[src/rtl/bootrom_pkg.sv]
// Shared constants and types for the boot ROM read client.
package bootrom_pkg;

  localparam int ROM_WORDS  = 2048;
  localparam int ROM_ADDR_W = $clog2(ROM_WORDS);
  localparam int DATA_W     = 32;
  localparam int LEN_W      = 3;

  typedef enum logic [0:0] {
    IDLE,
    BURST
  } state_e;

  typedef struct packed {
    logic [DATA_W-1:0] data;
    logic              last;
  } rsp_entry_t;

endpackage

[src/rtl/bootrom_rsp_fifo.sv]
// Two-entry response buffer; push and pop may occur in the same cycle.
module bootrom_rsp_fifo
  import bootrom_pkg::*;
(
  input  logic       clock,
  input  logic       reset_n,
  input  logic       push,
  input  rsp_entry_t push_entry,
  input  logic       pop,
  output rsp_entry_t head_entry,
  output logic [1:0] occ
);

  rsp_entry_t mem_q [2];
  logic       wr_ptr_q, wr_ptr_d;
  logic       rd_ptr_q, rd_ptr_d;
  logic [1:0] occ_q, occ_d;

  always_comb begin
    wr_ptr_d = wr_ptr_q ^ push;
    rd_ptr_d = rd_ptr_q ^ pop;
    occ_d    = occ_q + 2'(push) - 2'(pop);
  end

  always_ff @(posedge clock) begin
    if (!reset_n) begin
      wr_ptr_q <= 1'b0;
      rd_ptr_q <= 1'b0;
      occ_q    <= 2'd0;
    end else begin
      wr_ptr_q <= wr_ptr_d;
      rd_ptr_q <= rd_ptr_d;
      occ_q    <= occ_d;
    end
  end

  // Storage carries no reset; occupancy alone decides what is valid.
  always_ff @(posedge clock) begin
    if (push) begin
      mem_q[wr_ptr_q] <= push_entry;
    end
  end

  assign head_entry = mem_q[rd_ptr_q];
  assign occ        = occ_q;

endmodule

[src/rtl/bootrom_reader.sv]
// Burst read client for the 2048x32 boot mask ROM with a buffered response port.
module bootrom_reader
  import bootrom_pkg::*;
(
  input  logic                  clock,
  input  logic                  reset_n,
  input  logic                  req_valid,
  output logic                  req_ready,
  input  logic [ROM_ADDR_W+1:0] req_addr,
  input  logic [LEN_W-1:0]      req_beats,
  output logic                  rsp_valid,
  input  logic                  rsp_ready,
  output logic [DATA_W-1:0]     rsp_data,
  output logic                  rsp_last,
  output logic                  rom_me,
  output logic                  rom_oe,
  output logic [ROM_ADDR_W-1:0] rom_address,
  input  logic [DATA_W-1:0]     rom_q
);

  state_e                state_q, state_d;
  logic [ROM_ADDR_W-1:0] cur_q, cur_d;
  logic [LEN_W-1:0]      rem_q, rem_d;
  logic                  live_q;
  logic                  vld_p1_q, last_p1_q;
  logic                  issue, is_last, pop;
  logic [1:0]            occ;
  logic [2:0]            credit_use;
  rsp_entry_t            push_entry, head_entry;
  logic                  unused_addr_lsb;

  assign unused_addr_lsb = ^req_addr[1:0];

  // Stage p0: request FSM and ROM issue under the two-slot credit.
  always_comb begin
    state_d    = state_q;
    cur_d      = cur_q;
    rem_d      = rem_q;
    credit_use = 3'(occ) + 3'(vld_p1_q) - 3'(pop);
    issue      = (state_q == BURST) && (credit_use < 3'd2);
    is_last    = issue && (rem_q == '0);
    unique case (state_q)
      IDLE: begin
        if (req_valid && req_ready) begin
          cur_d   = req_addr[ROM_ADDR_W+1:2];
          rem_d   = req_beats;
          state_d = BURST;
        end
      end
      BURST: begin
        if (issue) begin
          cur_d = cur_q + ROM_ADDR_W'(1);
          rem_d = rem_q - LEN_W'(1);
          if (rem_q == '0) begin
            state_d = IDLE;
          end
        end
      end
      default: state_d = IDLE;
    endcase
  end

  always_ff @(posedge clock) begin
    if (!reset_n) begin
      state_q   <= IDLE;
      cur_q     <= '0;
      rem_q     <= '0;
      live_q    <= 1'b0;
      vld_p1_q  <= 1'b0;
      last_p1_q <= 1'b0;
    end else begin
      state_q   <= state_d;
      cur_q     <= cur_d;
      rem_q     <= rem_d;
      live_q    <= 1'b1;
      vld_p1_q  <= issue;
      last_p1_q <= is_last;
    end
  end

  assign req_ready   = live_q && (state_q == IDLE);
  assign rom_me      = issue;
  assign rom_oe      = live_q;
  assign rom_address = cur_q;

  // Stage p1: ROM word arrives; capture it with its last tag.
  assign push_entry.data = rom_q;
  assign push_entry.last = last_p1_q;

  bootrom_rsp_fifo u_rsp_fifo (
    .clock      (clock),
    .reset_n    (reset_n),
    .push       (vld_p1_q),
    .push_entry (push_entry),
    .pop        (pop),
    .head_entry (head_entry),
    .occ        (occ)
  );

  // Stage p2: response port driven from the buffer head, zero when empty.
  assign rsp_valid = (occ != 2'd0);
  assign pop       = rsp_valid && rsp_ready;
  assign rsp_data  = rsp_valid ? head_entry.data : '0;
  assign rsp_last  = rsp_valid ? head_entry.last : 1'b0;

endmodule

[config.mk]
export PLATFORM = sky130hd
export DESIGN_NAME = bootrom_reader
export DESIGN_NICKNAME = d
export VERILOG_FILES = /design/src/rtl/bootrom_pkg.sv /design/src/rtl/bootrom_rsp_fifo.sv /design/src/rtl/bootrom_reader.sv
export SDC_FILE = /design/constraint.sdc
export NUM_CORES = 1
export LEC_CHECK = 0
export BUFFER_PORTS_ARGS = -buffer_cell sky130_fd_sc_hd__buf_4
export CAP_MARGIN = 20
export CORE_ASPECT_RATIO = 0.5
export CORE_UTILIZATION = 35
export CTS_CLUSTER_DIAMETER = 80
export CTS_CLUSTER_SIZE = 20
export DETAILED_ROUTE_END_ITERATION = 10
export PLACE_DENSITY = 0.65
export SLEW_MARGIN = 20
export SYNTH_ARGS = -nofsm -noshare
export SYNTH_HDL_FRONTEND = slang
export SYNTH_SLANG_ARGS = --single-unit
[constraint.sdc]
create_clock -name clock -period 4 [get_ports clock]
set_clock_uncertainty 0.15 [all_clocks]
set_input_delay 0.6 -clock clock [delete_from_list [all_inputs] [get_ports clock]]
set_output_delay 0.6 -clock clock [all_outputs]
set_load 0.005 [all_outputs]
# After elaboration in Yosys (flattened, before gate mapping)
# Memory sizes are Yosys's and may differ from the RTL's. A register that Yosys moved wholly into a read port is not among the register bits.
# Cells that the tools add are included.
[totals] ff_bits=22 elab_cells=46 ram_bits=66 in_bits=52 out_inout_bits=48 n_memories=1
[classes] magnitude_cmp=1 n_mux=16 n_bitwise=3 n_addsub=6 n_eq_ne=2 n_reduce_logical=8
[memory_table] memory="u_rsp_fifo.mem_q" words=2 width=33 read_ports=1 rd_clocked_by_memory_dff=1 write_ports=1 line_no="bootrom_rsp_fifo.sv:14" text="rsp_entry_t mem_q [2];"
[op_table] op="$mux W32" n=1
[op_table] op="$mux W11" n=2
[op_table] op="$pmux W11 S2" n=1
[op_table] op="$add A11 B1 Y11 const B" n=1
[op_table] op="$mux W1" n=8
[op_table] op="$mux W3" n=2
[op_table] op="$pmux W3 S2" n=1
[op_table] op="$logic_and A1 B1 Y1" n=5
[op_table] op="$ne A2 B2 Y1 const B" n=2
[op_table] op="$add A2 B1 Y3" n=1
[op_table] op="$logic_not A3 Y1" n=1
[op_table] op="$lt A3 B2 Y1 const B" n=1
[op_table] op="$sub A3 B1 Y3" n=1
[op_table] op="$sub A3 B1 Y3 const B" n=1
[op_table] op="$add A2 B1 Y2" n=1
[op_table] op="$pmux W1 S2" n=1
[op_table] op="$reduce_and A2 Y1" n=1
[op_table] op="$reduce_bool A2 Y1" n=1
[op_table] op="$sub A2 B1 Y2" n=1
[op_table] op="$xor A1 B1 Y1" n=2
[op_table] op="$not A1 Y1" n=1

# Logic depth before layout (Yosys ltp)
# Gate-level depths: netlist (run 1).
[logic_depth] depth_word=7 ltp_mapped=12 depth_no_buf=11

# By module
# A second synthesis (run 1) with hierarchy kept.
[unflattened] cells_unflattened=285 hier_area_um2=4061.4
[modules_own_cells] module="bootrom_rsp_fifo" instances=1 area_each_um2=2761.4 seq_area_each_um2=2082.0 cells_each=122
[modules_own_cells] module="bootrom_reader" instances=1 area_each_um2=1300.0 seq_area_each_um2=360.3 cells_each=163

# Least setup slack after synthesis (run 1)
# OpenSTA, ideal clock, no wires.
[synth_timing] path_type="reg2reg" from="reg u_rsp_fifo.occ_q[1] (netlist: u_rsp_fifo.occ[1])" to="reg cur_q[10] (netlist: rom_address[10])" required_time_ns=3.776 path_buffers=0 period_less_slack_ns=3.073 stages_incl_launch_ff=12 setup_slack_ns=0.927 arrival_time_ns=2.849 setup_time_ns=0.074 path_cell_list="dfxtp_1 nor2_1 inv_1 and2_1 ha_1 inv_1 ha_1 fa_1 nand2b_1 o21a_1 or4_1 a31oi_1"
[synth_via] elab_chain_len=7 elab_cells_between_ends=8 classes_between="2 x add/sub; 1 x order compare; 1 x eq/ne; 4 x reduce/logical"
[synth_rtl] item="start, declared" line_no="bootrom_rsp_fifo.sv:17" text="logic [1:0] occ_q, occ_d;"
[synth_rtl] item="start signal, assigned" line_no="bootrom_rsp_fifo.sv:29" text="occ_q <= 2'd0;"
[synth_rtl] item="start signal, assigned" line_no="bootrom_rsp_fifo.sv:33" text="occ_q <= occ_d;"
[synth_rtl] item="$reduce_bool A2 Y1" line_no="bootrom_reader.sv:101" text="assign rsp_valid = (occ != 2'd0);"
[synth_rtl] item="named net rsp_valid" line_no="bootrom_reader.sv:11" text="output logic rsp_valid,"
[synth_rtl] item="$logic_and A1 B1 Y1" line_no="bootrom_reader.sv:102" text="assign pop = rsp_valid && rsp_ready;"
[synth_rtl] item="$sub A3 B1 Y3" line_no="bootrom_reader.sv:39" text="credit_use = 3'(occ) + 3'(vld_p1_q) - 3'(pop);"
[synth_rtl] item="named net credit_use[1]" line_no="bootrom_reader.sv:28" text="logic [2:0] credit_use;"
[synth_rtl] item="$lt A3 B2 Y1" line_no="bootrom_reader.sv:40" text="issue = (state_q == BURST) && (credit_use < 3'd2);"
[synth_rtl] item="$logic_and A1 B1 Y1" line_no="bootrom_reader.sv:40"
[synth_rtl] item="$ne A2 B2 Y1 (no source line)"
[synth_rtl] item="$reduce_and A2 Y1 (no source line)"
[synth_rtl] item="end signal, assigned" line_no="bootrom_reader.sv:73" text="cur_q <= cur_d;"
[synth_rtl] item="end, declared" line_no="bootrom_reader.sv:22" text="logic [ROM_ADDR_W-1:0] cur_q, cur_d;"
# The timed path passes the listed nets, and every way through them passes these cells.
# A chain may end at the register's enable or synchronous reset.

# Final worst setup path (run 1)
[layout_timing] from="reg u_rsp_fifo.occ_q[1] (netlist: u_rsp_fifo.occ[1])" to="out rom_me"
[layout_via] elab_chain_len=5 elab_cells_between_ends=6 classes_between="2 x add/sub; 1 x order compare; 3 x reduce/logical"
[layout_rtl] item="parallel branches: the longest is 2 deep, another holds $add A2 B1 Y3"
[layout_rtl] item="$sub A3 B1 Y3 *" line_no="bootrom_reader.sv:39"
[layout_rtl] item="$lt A3 B2 Y1 *" line_no="bootrom_reader.sv:40"
[layout_rtl] item="$logic_and A1 B1 Y1 *" line_no="bootrom_reader.sv:40"
[layout_rtl] item="end, declared" line_no="bootrom_reader.sv:15" text="output logic rom_me,"
# Every way passes the cells marked *.

==> results of run 1 <==
## area by class of cell
type | instances | area, um^2 | share of cell area [%]
inverters | 10 | 37.5 | 0.774
well taps | 140 | 175 | 3.61
clock inverters | 4 | 43.8 | 0.903
multi-input cells | 172 | 1150 | 23.7
flip-flops and latches | 89 | 2440 | 50.4
clock buffers | 12 | 236 | 4.87
repair buffers | 102 | 766 | 15.8
## per-layer routing
metal,global-route usage (%),up-vias,routed length (um)
met4,4.47,0,60
li1,-,1246,-
met1,15.7,1190,3080
met3,3.58,4,299
met2,23.5,54,3730
met5,0,-,0
## layout by cell type, fill, tap and decap left out, types with 2 or more instances in the layout
| cell | synthesis | routed |
|---|---|---|
| sky130_fd_sc_hd__and4_1 | 2 | 2 |
| sky130_fd_sc_hd__nand2_1 | 6 | 6 |
| sky130_fd_sc_hd__a211oi_1 | 4 | 4 |
| sky130_fd_sc_hd__nand4_1 | 3 | 3 |
| sky130_fd_sc_hd__inv_1 | 9 | 9 |
| sky130_fd_sc_hd__edfxtp_1 | 66 | 66 |
| sky130_fd_sc_hd__nor2b_1 | 5 | 5 |
| sky130_fd_sc_hd__clkbuf_1 | 10 | 3 |
| sky130_fd_sc_hd__ha_1 | 7 | 7 |
| sky130_fd_sc_hd__mux2i_1 | 34 | 34 |
| sky130_fd_sc_hd__a31oi_1 | 2 | 2 |
| sky130_fd_sc_hd__nor4_1 | 2 | 2 |
| sky130_fd_sc_hd__o2bb2ai_1 | 2 | 2 |
| sky130_fd_sc_hd__buf_4 | 0 | 102 |
| sky130_fd_sc_hd__a21oi_1 | 15 | 15 |
| sky130_fd_sc_hd__nand3_1 | 5 | 5 |
| sky130_fd_sc_hd__and2_1 | 9 | 9 |
| sky130_fd_sc_hd__a41oi_1 | 2 | 2 |
| sky130_fd_sc_hd__clkbuf_16 | 0 | 9 |
| sky130_fd_sc_hd__dfxtp_1 | 23 | 22 |
| sky130_fd_sc_hd__nor2_1 | 42 | 41 |
| sky130_fd_sc_hd__and4b_1 | 2 | 2 |
| sky130_fd_sc_hd__o21ai_0 | 13 | 13 |
| sky130_fd_sc_hd__nor3_1 | 4 | 4 |
| sky130_fd_sc_hd__or4_1 | 2 | 2 |
## worst min-delay path by stage
stage | to | depth (start not counted)
6_report | u_rsp_fifo.mem_q[1][0] | 0
5_1_grt | rom_oe | 1
4_1_cts | rom_oe | 1
3_5_place_dp | u_rsp_fifo.mem_q[0][0] | 0
3_3_place_gp | u_rsp_fifo.mem_q[0][0] | 0
2_1_floorplan | u_rsp_fifo.mem_q[0][0] | 0
## stage by stage
step / cells / setup slack [ns] / instance area (um^2)
after global placement: 513 / 0.626 / 4570
after global routing: 529 / 0.439 / 4850
after detailed placement: 513 / 0.577 / 4570
after CTS: 529 / 0.587 / 4850
after floorplan: 287 / 0.927 / 3690
final: 529 / 0.614 / 4850
## state kept, by name (all words and copies together) (netlist names), named ones only
signal,flops
rom_oe,1
rom_address,11
vld_p1_q,1
u_rsp_fifo.wr_ptr_q,1
state_q,1
u_rsp_fifo.mem_q,66
rem_q,3
last_p1_q,1
u_rsp_fifo.occ,2
u_rsp_fifo.rd_ptr_q,1
## cells by family (layout without fill, tap and decap cells)
family	count (synthesis)	count (layout)
DFF	89	89
and+or+nand+nor	86	86
adders and majority gates	8	8
xor gates and xnor gates	2	2
buffers and inverters	26	128
muxes	34	34
AOI/OAI and AO/OA	42	42
## report_power, final
part | internal (mW) | total [mW] | switching (mW)
clock | 0.479 | 0.787 | 0.307
sequential | 1.12 | 1.25 | 0.129
combinational | 0.521 | 1.00 | 0.481
total | 2.12 | 3.03 | 0.918
## worst max-delay path, cell delays in order (launching register included)
cell and delay [ns]:
sky130_fd_sc_hd__dfxtp_1 0.33, sky130_fd_sc_hd__nor2_2 0.12, sky130_fd_sc_hd__inv_1 0.06, sky130_fd_sc_hd__and2_1 0.18
sky130_fd_sc_hd__ha_1 0.27, sky130_fd_sc_hd__inv_1 0.04, sky130_fd_sc_hd__ha_1 0.18, sky130_fd_sc_hd__fa_1 0.37
sky130_fd_sc_hd__xnor2_1 0.46, sky130_fd_sc_hd__nor2_1 0.13, sky130_fd_sc_hd__buf_4 0.17
==> results.cfg, run 1 <==
[status]
outcome = complete, no violations

[floorplan]
chipHeight_um = 74.6
boundaryPins = 100
core_area_um2 = 10200
std_cell_rows = 26
initial_core_util_pct = 36.1
die_w_um = 147
die_area_um2 = 11000

[clocking]
cts.hold.buffers_added = 0
tritoncts_clock_tree = done
clk-insertion-delay-late_ns = 0.32
post_cts.repair.setup_buffers = 0
root_buffer = sky130_fd_sc_hd__clkbuf_16
clk_transition_reported_paths_ns = 0.05
cts-htree-levels = 3
cts-root-to-sink-buffers = 2
cts_repair_resize_count = 0
num_clock_sinks = 89
cts_made_buffers = 9

[setup_path]
crit_path_end_kind = primary output
crit_arrival_ns = 2.64
worstPathRequired_ns = 3.25
worst-setup-path-type = register to primary output
endpoint = rom_me
setup.reg_to_reg.worst_slack_ns = 0.79
timing.critical_path.fanout_max = 7
start_kind = register
timing.critical_path.from = u_rsp_fifo.occ[1]
reg2reg_depth = 11
rr_endpoint = rom_address[9]
r2r_start = u_rsp_fifo.occ[1]

[synth]
synth-seq-cells = 89
muxShareOfSynthArea_pct = 9.22
area_fraction_in_compound_gates_after_synthesis_pct = 6.91
syn-num-nets = 347
synthDominantAreaCellType = sky130_fd_sc_hd__edfxtp_1
seq_area_frac_synth_pct = 66.1
synthFlopType = sky130_fd_sc_hd__edfxtp_1
netlist_instances = 287
xor_xnor_share_of_the_synthesized_area_pct = 0.474
adder_cell_fraction_of_synth_area_pct = 2.91
synthDistinctLibCells = 37
ys_warn_count = 0
synth_area_um2 = 3690
postSynthAreaPerCell_um2 = 12.9
count_of_flip_flops_with_a_built_in_enable_after_synthesis = 66
ranking_of_synthesized_cells_by_area = sky130_fd_sc_hd__edfxtp_1 54%, sky130_fd_sc_hd__dfxtp_1 12%, sky130_fd_sc_hd__mux2i_1 9.2%, sky130_fd_sc_hd__nor2_1 4.3%, sky130_fd_sc_hd__ha_1 2.4%
yosysMostFrequentCell = sky130_fd_sc_hd__edfxtp_1
synthSimpleGateAreaFrac_pct = 11.5
synth_largest_type_area_fraction_pct = 53.7
synth_top_family_by_area = simple AND/OR/NAND/NOR gates
synth_async_reset_ratio_pct = 0
synth_common_cells = 66 x sky130_fd_sc_hd__edfxtp_1, 42 x sky130_fd_sc_hd__nor2_1, 34 x sky130_fd_sc_hd__mux2i_1

[global_route]
grt_remaining_overflow = 0
vias_in_the_first_global_route = 2294
grt_start_max_net_pins = 34
wire_length_of_the_first_global_routing_pass_um = 11000
grt_antenna_before_repair = 0
gr-usage-all-layers_pct = 13.1

[worst_hold_path]
min-delay-start = last_p1_q
min-delay-path-class = register to register

[placed_design]
final_weighted_congestion_of_routability_driven_global_placement = 0.793
numPortBuffers = 97
place.detailed.hpwl_um = 4690

[sta]
report.final.hold_viol_count = 0
drv_slew = 0
setup_tns_ns = 0
achievable-frequency_mhz = 295
finalCritPeriodShare_pct = 84.7
setup-violations-final = 0
rsz0062_at_grt = false
min_period_ns = 3.39
holdWs_ns = 0.275
slew_headroom_pct = 28.2
tightest_slew_ns = 1.08

[final_layout]
post-route-util_pct = 47.5
fill_cells = 972
finish.net_count = 444
layout-area-overhead-vs-synth_pct = 31.4
final_layout_size_suffix_gt1_share_pct = 30.3
n_antenna_cell = 0

[power]
power-per-cell-area_nw_per_um2 = 626
design_power_total_mw = 3.03
leakage_nw = 1.84
vdd_ir_drop_max_uv = 258

[routing]
drc_errors = 0
drt_wl_total_um = 7170
drtIter0Drc = 79
wl_per_cell_um = 13.6
drt-vias-per-instance = 4.71
detailedRoute.firstPassIterationCount = 4
vias = 2494
final_antenna_net_count = 0

[job]
cap_violations = 0
Note: power is estimated with default switching activity, not from simulation.
==> run 2: changes to the inputs <==
==> constraint.sdc (replaced) <==
create_clock -name clock -period 3.4 [get_ports clock]
set_clock_uncertainty 0.15 [all_clocks]
set_input_delay 0.51 -clock clock [delete_from_list [all_inputs] [get_ports clock]]
set_output_delay 0.51 -clock clock [all_outputs]
set_load 0.005 [all_outputs]
==> run 2 against run 1 <==
  * Clock-buffer cell count unchanged
  * Cell area rose by 1.5%
  * Critical path depth stayed put
  * Hold slack got worse by 0.073 ns
  * Register-to-register slack got worse by 0.58 ns
  * Sequential share of layout area down 0.74 points
  * Largest cell class unchanged
  * Via count decreased by 0.40%
==> results.cfg, run 2 (synthesis results as in run 1) <==
[global_route]
global_route.peak_usage_layer = met2
global_route.usage.met1_pct = 16.9
grt_start_max_net_pins = 34
gr-usage-all-layers_pct = 13.3
wire_length_of_the_first_global_routing_pass_um = 11100
grt_remaining_overflow = 0
grt.met2_usage_pct = 22.0
vias_in_the_first_global_route = 2182
grt_antenna_before_repair = 0
global_route.usage.met3_pct = 4.12

[clocking]
cts-htree-levels = 3
cts_made_buffers = 9
root_buffer = sky130_fd_sc_hd__clkbuf_16
post_cts.repair.setup_buffers = 0
clk_transition_reported_paths_ns = 0.06
clk-insertion-delay-late_ns = 0.33
num_clock_sinks = 89
cts-root-to-sink-buffers = 2
tritoncts_clock_tree = done

[sta]
tightest_slew_ns = 0.768
report.final.hold_viol_count = 0
min_period_ns = 3.27
slew_headroom_pct = 48.7
drv_slew = 0
achievable-frequency_mhz = 306
setup-violations-final = 0
finalCritPeriodShare_pct = 96.0

[job]
cap_violations = 0

[power]
power-per-cell-area_nw_per_um2 = 764
leakage_nw = 1.87
vdd_ir_drop_max_uv = 336
design_power_total_mw = 3.76

[floorplan]
die_w_um = 147
boundaryPins = 100
die_area_um2 = 11000
core_area_um2 = 10200
initial_core_util_pct = 36.1
chipHeight_um = 74.6
std_cell_rows = 26

[routing]
drtIter0Drc = 99
wl_per_cell_um = 13.9
detailedRoute.firstPassIterationCount = 4
drt_wl_total_um = 7370
final_antenna_net_count = 0
vias = 2484
drc_errors = 0
drt-vias-per-instance = 4.68

[final_layout]
layout.cell_area.non_filler_um2 = 4920
most-common-layout-cells = 104 x sky130_fd_sc_hd__buf_4, 66 x sky130_fd_sc_hd__edfxtp_1, 40 x sky130_fd_sc_hd__nor2_1
layout-area-overhead-vs-synth_pct = 33.3
finish.net_count = 446
n_antenna_cell = 0
largest_register_ff_count = 66
final_layout_size_suffix_gt1_share_pct = 32.0
layout.cells.most_common = sky130_fd_sc_hd__buf_4
largest-register = u_rsp_fifo.mem_q

[placed_design]
place.detailed.hpwl_um = 4740
dpl_cell_area_um2 = 4590
numPortBuffers = 97
final_weighted_congestion_of_routability_driven_global_placement = 0.791

[setup_path]
crit_arrival_ns = 2.61
rr_endpoint = rom_address[10]
crit_path_end_kind = primary output
worst-setup-path-type = register to primary output
worstPathRequired_ns = 2.74
endpoint = rom_me
reg2reg_depth = 11
setup.reg_to_reg.worst_slack_ns = 0.21
r2r_start = u_rsp_fifo.occ[1]
timing.critical_path.fanout_max = 5
timing.critical_path.from = u_rsp_fifo.occ[1]
start_kind = register

[worst_hold_path]
min-delay-path-class = input port to register

[status]
outcome = complete, no violations
==> run 2: cell type report <==
class	instances	area, um^2
Multi-Input combinational cell	172	1150
Clock buffer	12	256
Timing Repair Buffer	104	781
Tap cell	140	175
Sequential cell	89	2440
Inverter	10	37.5
Fill cell	947	5290
Clock inverter	4	76.3
==> run 2: metal layers <==
layer,up-vias,routed length [um]
li1,1249,-
met1,1184,3370
met2,46,3680
met3,5,263
met4,0,67
met5,-,0
==> run 2: through the flow <==
step | util [%] | TNS (ns) | hold slack (ns) | std cells | setup slack, ns
2_1_floorplan | - | 0 | 0.254 | 287 | 0.327
3_3_place_gp | 44.9 | 0 | 0.255 | 515 | 0.157
3_5_place_dp | 44.9 | 0 | 0.271 | 515 | 0.138
4_1_cts | 48.2 | 0 | 0.191 | 531 | 0.106
5_1_grt | 48.2 | -0.00719 | 0.189 | 531 | -0.00719
6_report | 48.2 | 0 | 0.202 | 531 | 0.135
==> run 2: worst min path at each step <==
| stage | to | from | depth (start not counted) | slack, ns |
|---|---|---|---|---|
| finish | rom_oe | reset_n | 1 | 0.20 |
| global route | u_rsp_fifo.mem_q[0][8] | rom_q[7] | 1 | 0.19 |
| CTS | u_rsp_fifo.mem_q[1][13] | rom_q[12] | 1 | 0.19 |
| detailed placement | u_rsp_fifo.mem_q[1][0] | last_p1_q | 0 | 0.27 |
| floorplan | u_rsp_fifo.mem_q[0][0] | last_p1_q | 0 | 0.25 |
| global placement | u_rsp_fifo.mem_q[0][0] | last_p1_q | 0 | 0.25 |
==> run 2: where the power goes <==
| group | internal (mW) | switching, mW | leakage, nW |
|---|---|---|---|
| sequential | 1.31 | 0.118 | 0.786 |
| clock | 0.685 | 0.387 | 0.159 |
| combinational | 0.638 | 0.620 | 0.929 |
| total | 2.64 | 1.12 | 1.87 |
==> run 2: what timing repair did <==
item,in CTS,in global routing
resized for setup,0,2
hold buffers,0,0
endpoints found under the setup margin,0,1
==> run 2: worst max-delay path: stages, from the launching register on <==
cell	delay [ns]
sky130_fd_sc_hd__dfxtp_1	0.34
sky130_fd_sc_hd__nor2_2	0.12
sky130_fd_sc_hd__inv_1	0.05
sky130_fd_sc_hd__and2_1	0.17
sky130_fd_sc_hd__ha_1	0.28
sky130_fd_sc_hd__inv_1	0.04
sky130_fd_sc_hd__ha_1	0.18
sky130_fd_sc_hd__fa_1	0.52
sky130_fd_sc_hd__nand2b_2	0.26
sky130_fd_sc_hd__nor2_2	0.19
sky130_fd_sc_hd__buf_4	0.13
==> run 3: changes to the inputs <==
--- a/config.mk
+++ b/config.mk
@@ -8,12 +8,14 @@
 export BUFFER_PORTS_ARGS = -buffer_cell sky130_fd_sc_hd__buf_4
 export CAP_MARGIN = 20
 export CORE_ASPECT_RATIO = 0.5
-export CORE_UTILIZATION = 35
+export CORE_UTILIZATION = 53
 export CTS_CLUSTER_DIAMETER = 80
 export CTS_CLUSTER_SIZE = 20
 export DETAILED_ROUTE_END_ITERATION = 10
-export PLACE_DENSITY = 0.65
+export GPL_TIMING_DRIVEN = 0
+export PLACE_DENSITY = 0.87
 export SLEW_MARGIN = 20
 export SYNTH_ARGS = -nofsm -noshare
 export SYNTH_HDL_FRONTEND = slang
+export SYNTH_HIERARCHICAL = 1
 export SYNTH_SLANG_ARGS = --single-unit
==> run 3 against run 2 <==
  * Die area down 27%
  * Power down 4.9%
  * Synthesized cell count down 0.70%
  * Register-to-register slack better by 0.46 ns
  * Largest power group is now combinational cells
  * Wire length up 11%
  * Hold slack better by 0.0030 ns
  * Non-clock buffer count up 11
  * Final cell count down 6.6%
  * Critical path type unchanged
==> results.cfg, run 3 <==
[status]
outcome = complete, no violations

[synth]
synth_top_family_by_area = multiplexers
netlist_instances = 285
seq_area_frac_synth_pct = 60.1
yosysMostFrequentCell = sky130_fd_sc_hd__edfxtp_1
ys_warn_count = 6
count_of_flip_flops_with_a_built_in_enable_after_synthesis = 66
synthDistinctLibCells = 46
adder_cell_fraction_of_synth_area_pct = 2.96
muxShareOfSynthArea_pct = 12.2
synthFlopType = sky130_fd_sc_hd__edfxtp_1
synthSimpleGateAreaFrac_pct = 11.4
syn-num-nets = 346
synth_area_um2 = 4060
synth_common_cells = 66 x sky130_fd_sc_hd__edfxtp_1, 37 x sky130_fd_sc_hd__nor2b_1, 30 x sky130_fd_sc_hd__mux2_4
synth_async_reset_ratio_pct = 0
ranking_of_synthesized_cells_by_area = sky130_fd_sc_hd__edfxtp_1 49%, sky130_fd_sc_hd__dfxtp_1 11%, sky130_fd_sc_hd__mux2_4 11%, sky130_fd_sc_hd__nor2b_1 5.7%, sky130_fd_sc_hd__ha_1 2.5%
synth_largest_type_area_fraction_pct = 48.8
area_fraction_in_compound_gates_after_synthesis_pct = 7.83
synthDominantAreaCellType = sky130_fd_sc_hd__edfxtp_1
xor_xnor_share_of_the_synthesized_area_pct = 1.17
postSynthAreaPerCell_um2 = 14.3
synth-seq-cells = 89

[final_layout]
largest-register = u_rsp_fifo/mem_q
layout.area.seq_um2 = 2440
layout.cells.most_common = sky130_fd_sc_hd__buf_4
n_antenna_cell = 0
multi_input_area_um2 = 1460
layout-area-overhead-vs-synth_pct = 28.8
fill_cells = 513
final_layout_size_suffix_gt1_share_pct = 41.3
most-common-layout-cells = 97 x sky130_fd_sc_hd__buf_4, 66 x sky130_fd_sc_hd__edfxtp_1, 36 x sky130_fd_sc_hd__nor2b_1
largest_register_ff_count = 66
finish.net_count = 456
post-route-util_pct = 70.9
layout.cell_area.non_filler_um2 = 5230

[sta]
slew_headroom_pct = 66.0
min_period_ns = 3.22
setup-violations-final = 0
drv_slew = 0
tightest_slew_ns = 0.509
final_critical_path_setup_slack_ns = 0.175
report.final.hold_viol_count = 0
finalCritPeriodShare_pct = 94.8
rsz0062_at_grt = false
setup_tns_ns = 0
achievable-frequency_mhz = 310

[floorplan]
die_w_um = 126
boundaryPins = 100
initial_core_util_pct = 55.1
std_cell_rows = 22
chipHeight_um = 63.9
core_area_um2 = 7380
die_area_um2 = 8040

[clocking]
num_clock_sinks = 89
cts.hold.buffers_added = 0
clk-insertion-delay-late_ns = 0.34
cts-htree-levels = 3
cts_made_buffers = 9
post_cts.repair.setup_buffers = 0
clk_transition_reported_paths_ns = 0.06
root_buffer = sky130_fd_sc_hd__clkbuf_16
cts-root-to-sink-buffers = 2
tritoncts_clock_tree = done

[job]
cap_violations = 0

[setup_path]
reg2reg_depth = 9
timing.critical_path.fanout_max = 8
timing.critical_path.cells = nor2_4 > nor2b_2 > ha_1 > nand2b_1 > fa_1 > xnor2_2 > and3_1 > buf_4
crit_arrival_ns = 2.56
crit_path_end_kind = primary output
critical-path-max-stage-delay_ns = 0.41
rr_endpoint = rom_address[0]
start_kind = register
slowest_stage = sky130_fd_sc_hd__fa_1
r2r_start = u_rsp_fifo/occ[0]
setup.reg_to_reg.worst_slack_ns = 0.67
worst-setup-path-type = register to primary output
worstPathRequired_ns = 2.74

[routing]
detailedRoute.firstPassIterationCount = 4
drt-vias-per-instance = 5.48
final_antenna_net_count = 0
vias = 2717
drtIter0Drc = 163
drt_wl_total_um = 8190
drc_errors = 0
wl_per_cell_um = 16.5

[worst_hold_path]
whs_endpoint = rom_oe
min-delay-start = reset_n
min-delay-path-class = input port to register
worst_hold_path.num_cells = 1

[global_route]
grt_remaining_overflow = 0
vias_in_the_first_global_route = 2742
grt_start_max_net_pins = 33
wire_length_of_the_first_global_routing_pass_um = 13100
gr-usage-all-layers_pct = 21.5
grt_antenna_before_repair = 0

[placed_design]
numPortBuffers = 97
place.detailed.hpwl_um = 5690
dpl_cell_area_um2 = 4960
post-place-ws_ns = 0.114
final_weighted_congestion_of_routability_driven_global_placement = 0.835

[power]
power-per-cell-area_nw_per_um2 = 684
leakage_nw = 2.06
vdd_ir_drop_max_uv = 387
run 3: metrics by stage:
step | cells | power, mW | hold WS, ns
final | 496 | 3.58 | 0.205
after global routing | 496 | 3.75 | 0.197
after CTS | 496 | 3.61 | 0.190
after detailed placement | 480 | 2.73 | 0.280
after global placement | 478 | 2.66 | 0.260
after floorplan | 285 | 2.18 | 0.254
run 3: report_power, final:
group | switching [mW] | leakage (nW) | internal [mW] | total (mW)
Sequential | 0.0756 | 0.785 | 1.28 | 1.35
Clock | 0.371 | 0.118 | 0.488 | 0.860
Combinational | 0.600 | 1.15 | 0.768 | 1.37
run 3: routing by layer:
layer	global-route usage, %	vias up	routed length (um)	share of wire (%)
met4	8.89	0	167	2.0
met5	0	-	0	0
met2	40.6	104	4390	54
met3	4.77	18	420	5.1
li1	-	1266	-	-
met1	23.8	1329	3220	39
run 3: worst max-delay path by stage:
| stage | from | to | slack [ns] | cells after the start |
|---|---|---|---|---|
| 3_3_place_gp | u_rsp_fifo/occ[1] | rom_me | 0.18 | 8 |
| 5_1_grt | u_rsp_fifo/occ[1] | rom_me | 0.07 | 8 |
| 3_5_place_dp | u_rsp_fifo/occ[1] | rom_me | 0.11 | 8 |
| 6_report | u_rsp_fifo/occ[0] | rom_me | 0.18 | 8 |
| 4_1_cts | u_rsp_fifo/occ[1] | rom_me | 0.07 | 8 |
| 2_1_floorplan | u_rsp_fifo/occ[1] | rom_me | 0.63 | 7 |
run 3: critical path: cells and delay by family (launching register included):
kind	cells	cell delay (ns)
AND/OR/NAND/NOR	4	0.76
adder cells (fa/ha/maj)	2	0.70
flip-flops	1	0.35
XOR/XNOR	1	0.28
buffers and inverters	1	0.14
run 3: cell families after synthesis:
| family | after synthesis |
|---|---|
| flip-flops | 89 |
| AND/OR/NAND/NOR | 82 |
| AO/OA/AOI/OAI | 42 |
| multiplexers | 34 |
| buffers and inverters | 26 |
| adder cells (fa/ha/maj) | 9 |
| XOR/XNOR | 3 |
run 3: timing repair:
action,CTS,global route
hold endpoints to repair,0,0
cloned,0,0
resized for setup,3,1
pin swaps,0,0
setup endpoints to repair,1,1
run 3: cell type report:
type | count | share of cell area [%]
multi-input cells | 170 | 27.8
well taps | 96 | 2.30
clock inverters | 4 | 0.383
plain buffers | 16 | 2.68
flip-flops and latches | 89 | 46.7
repair buffers | 99 | 14.8
clock buffers | 12 | 4.52
inverters | 10 | 0.718
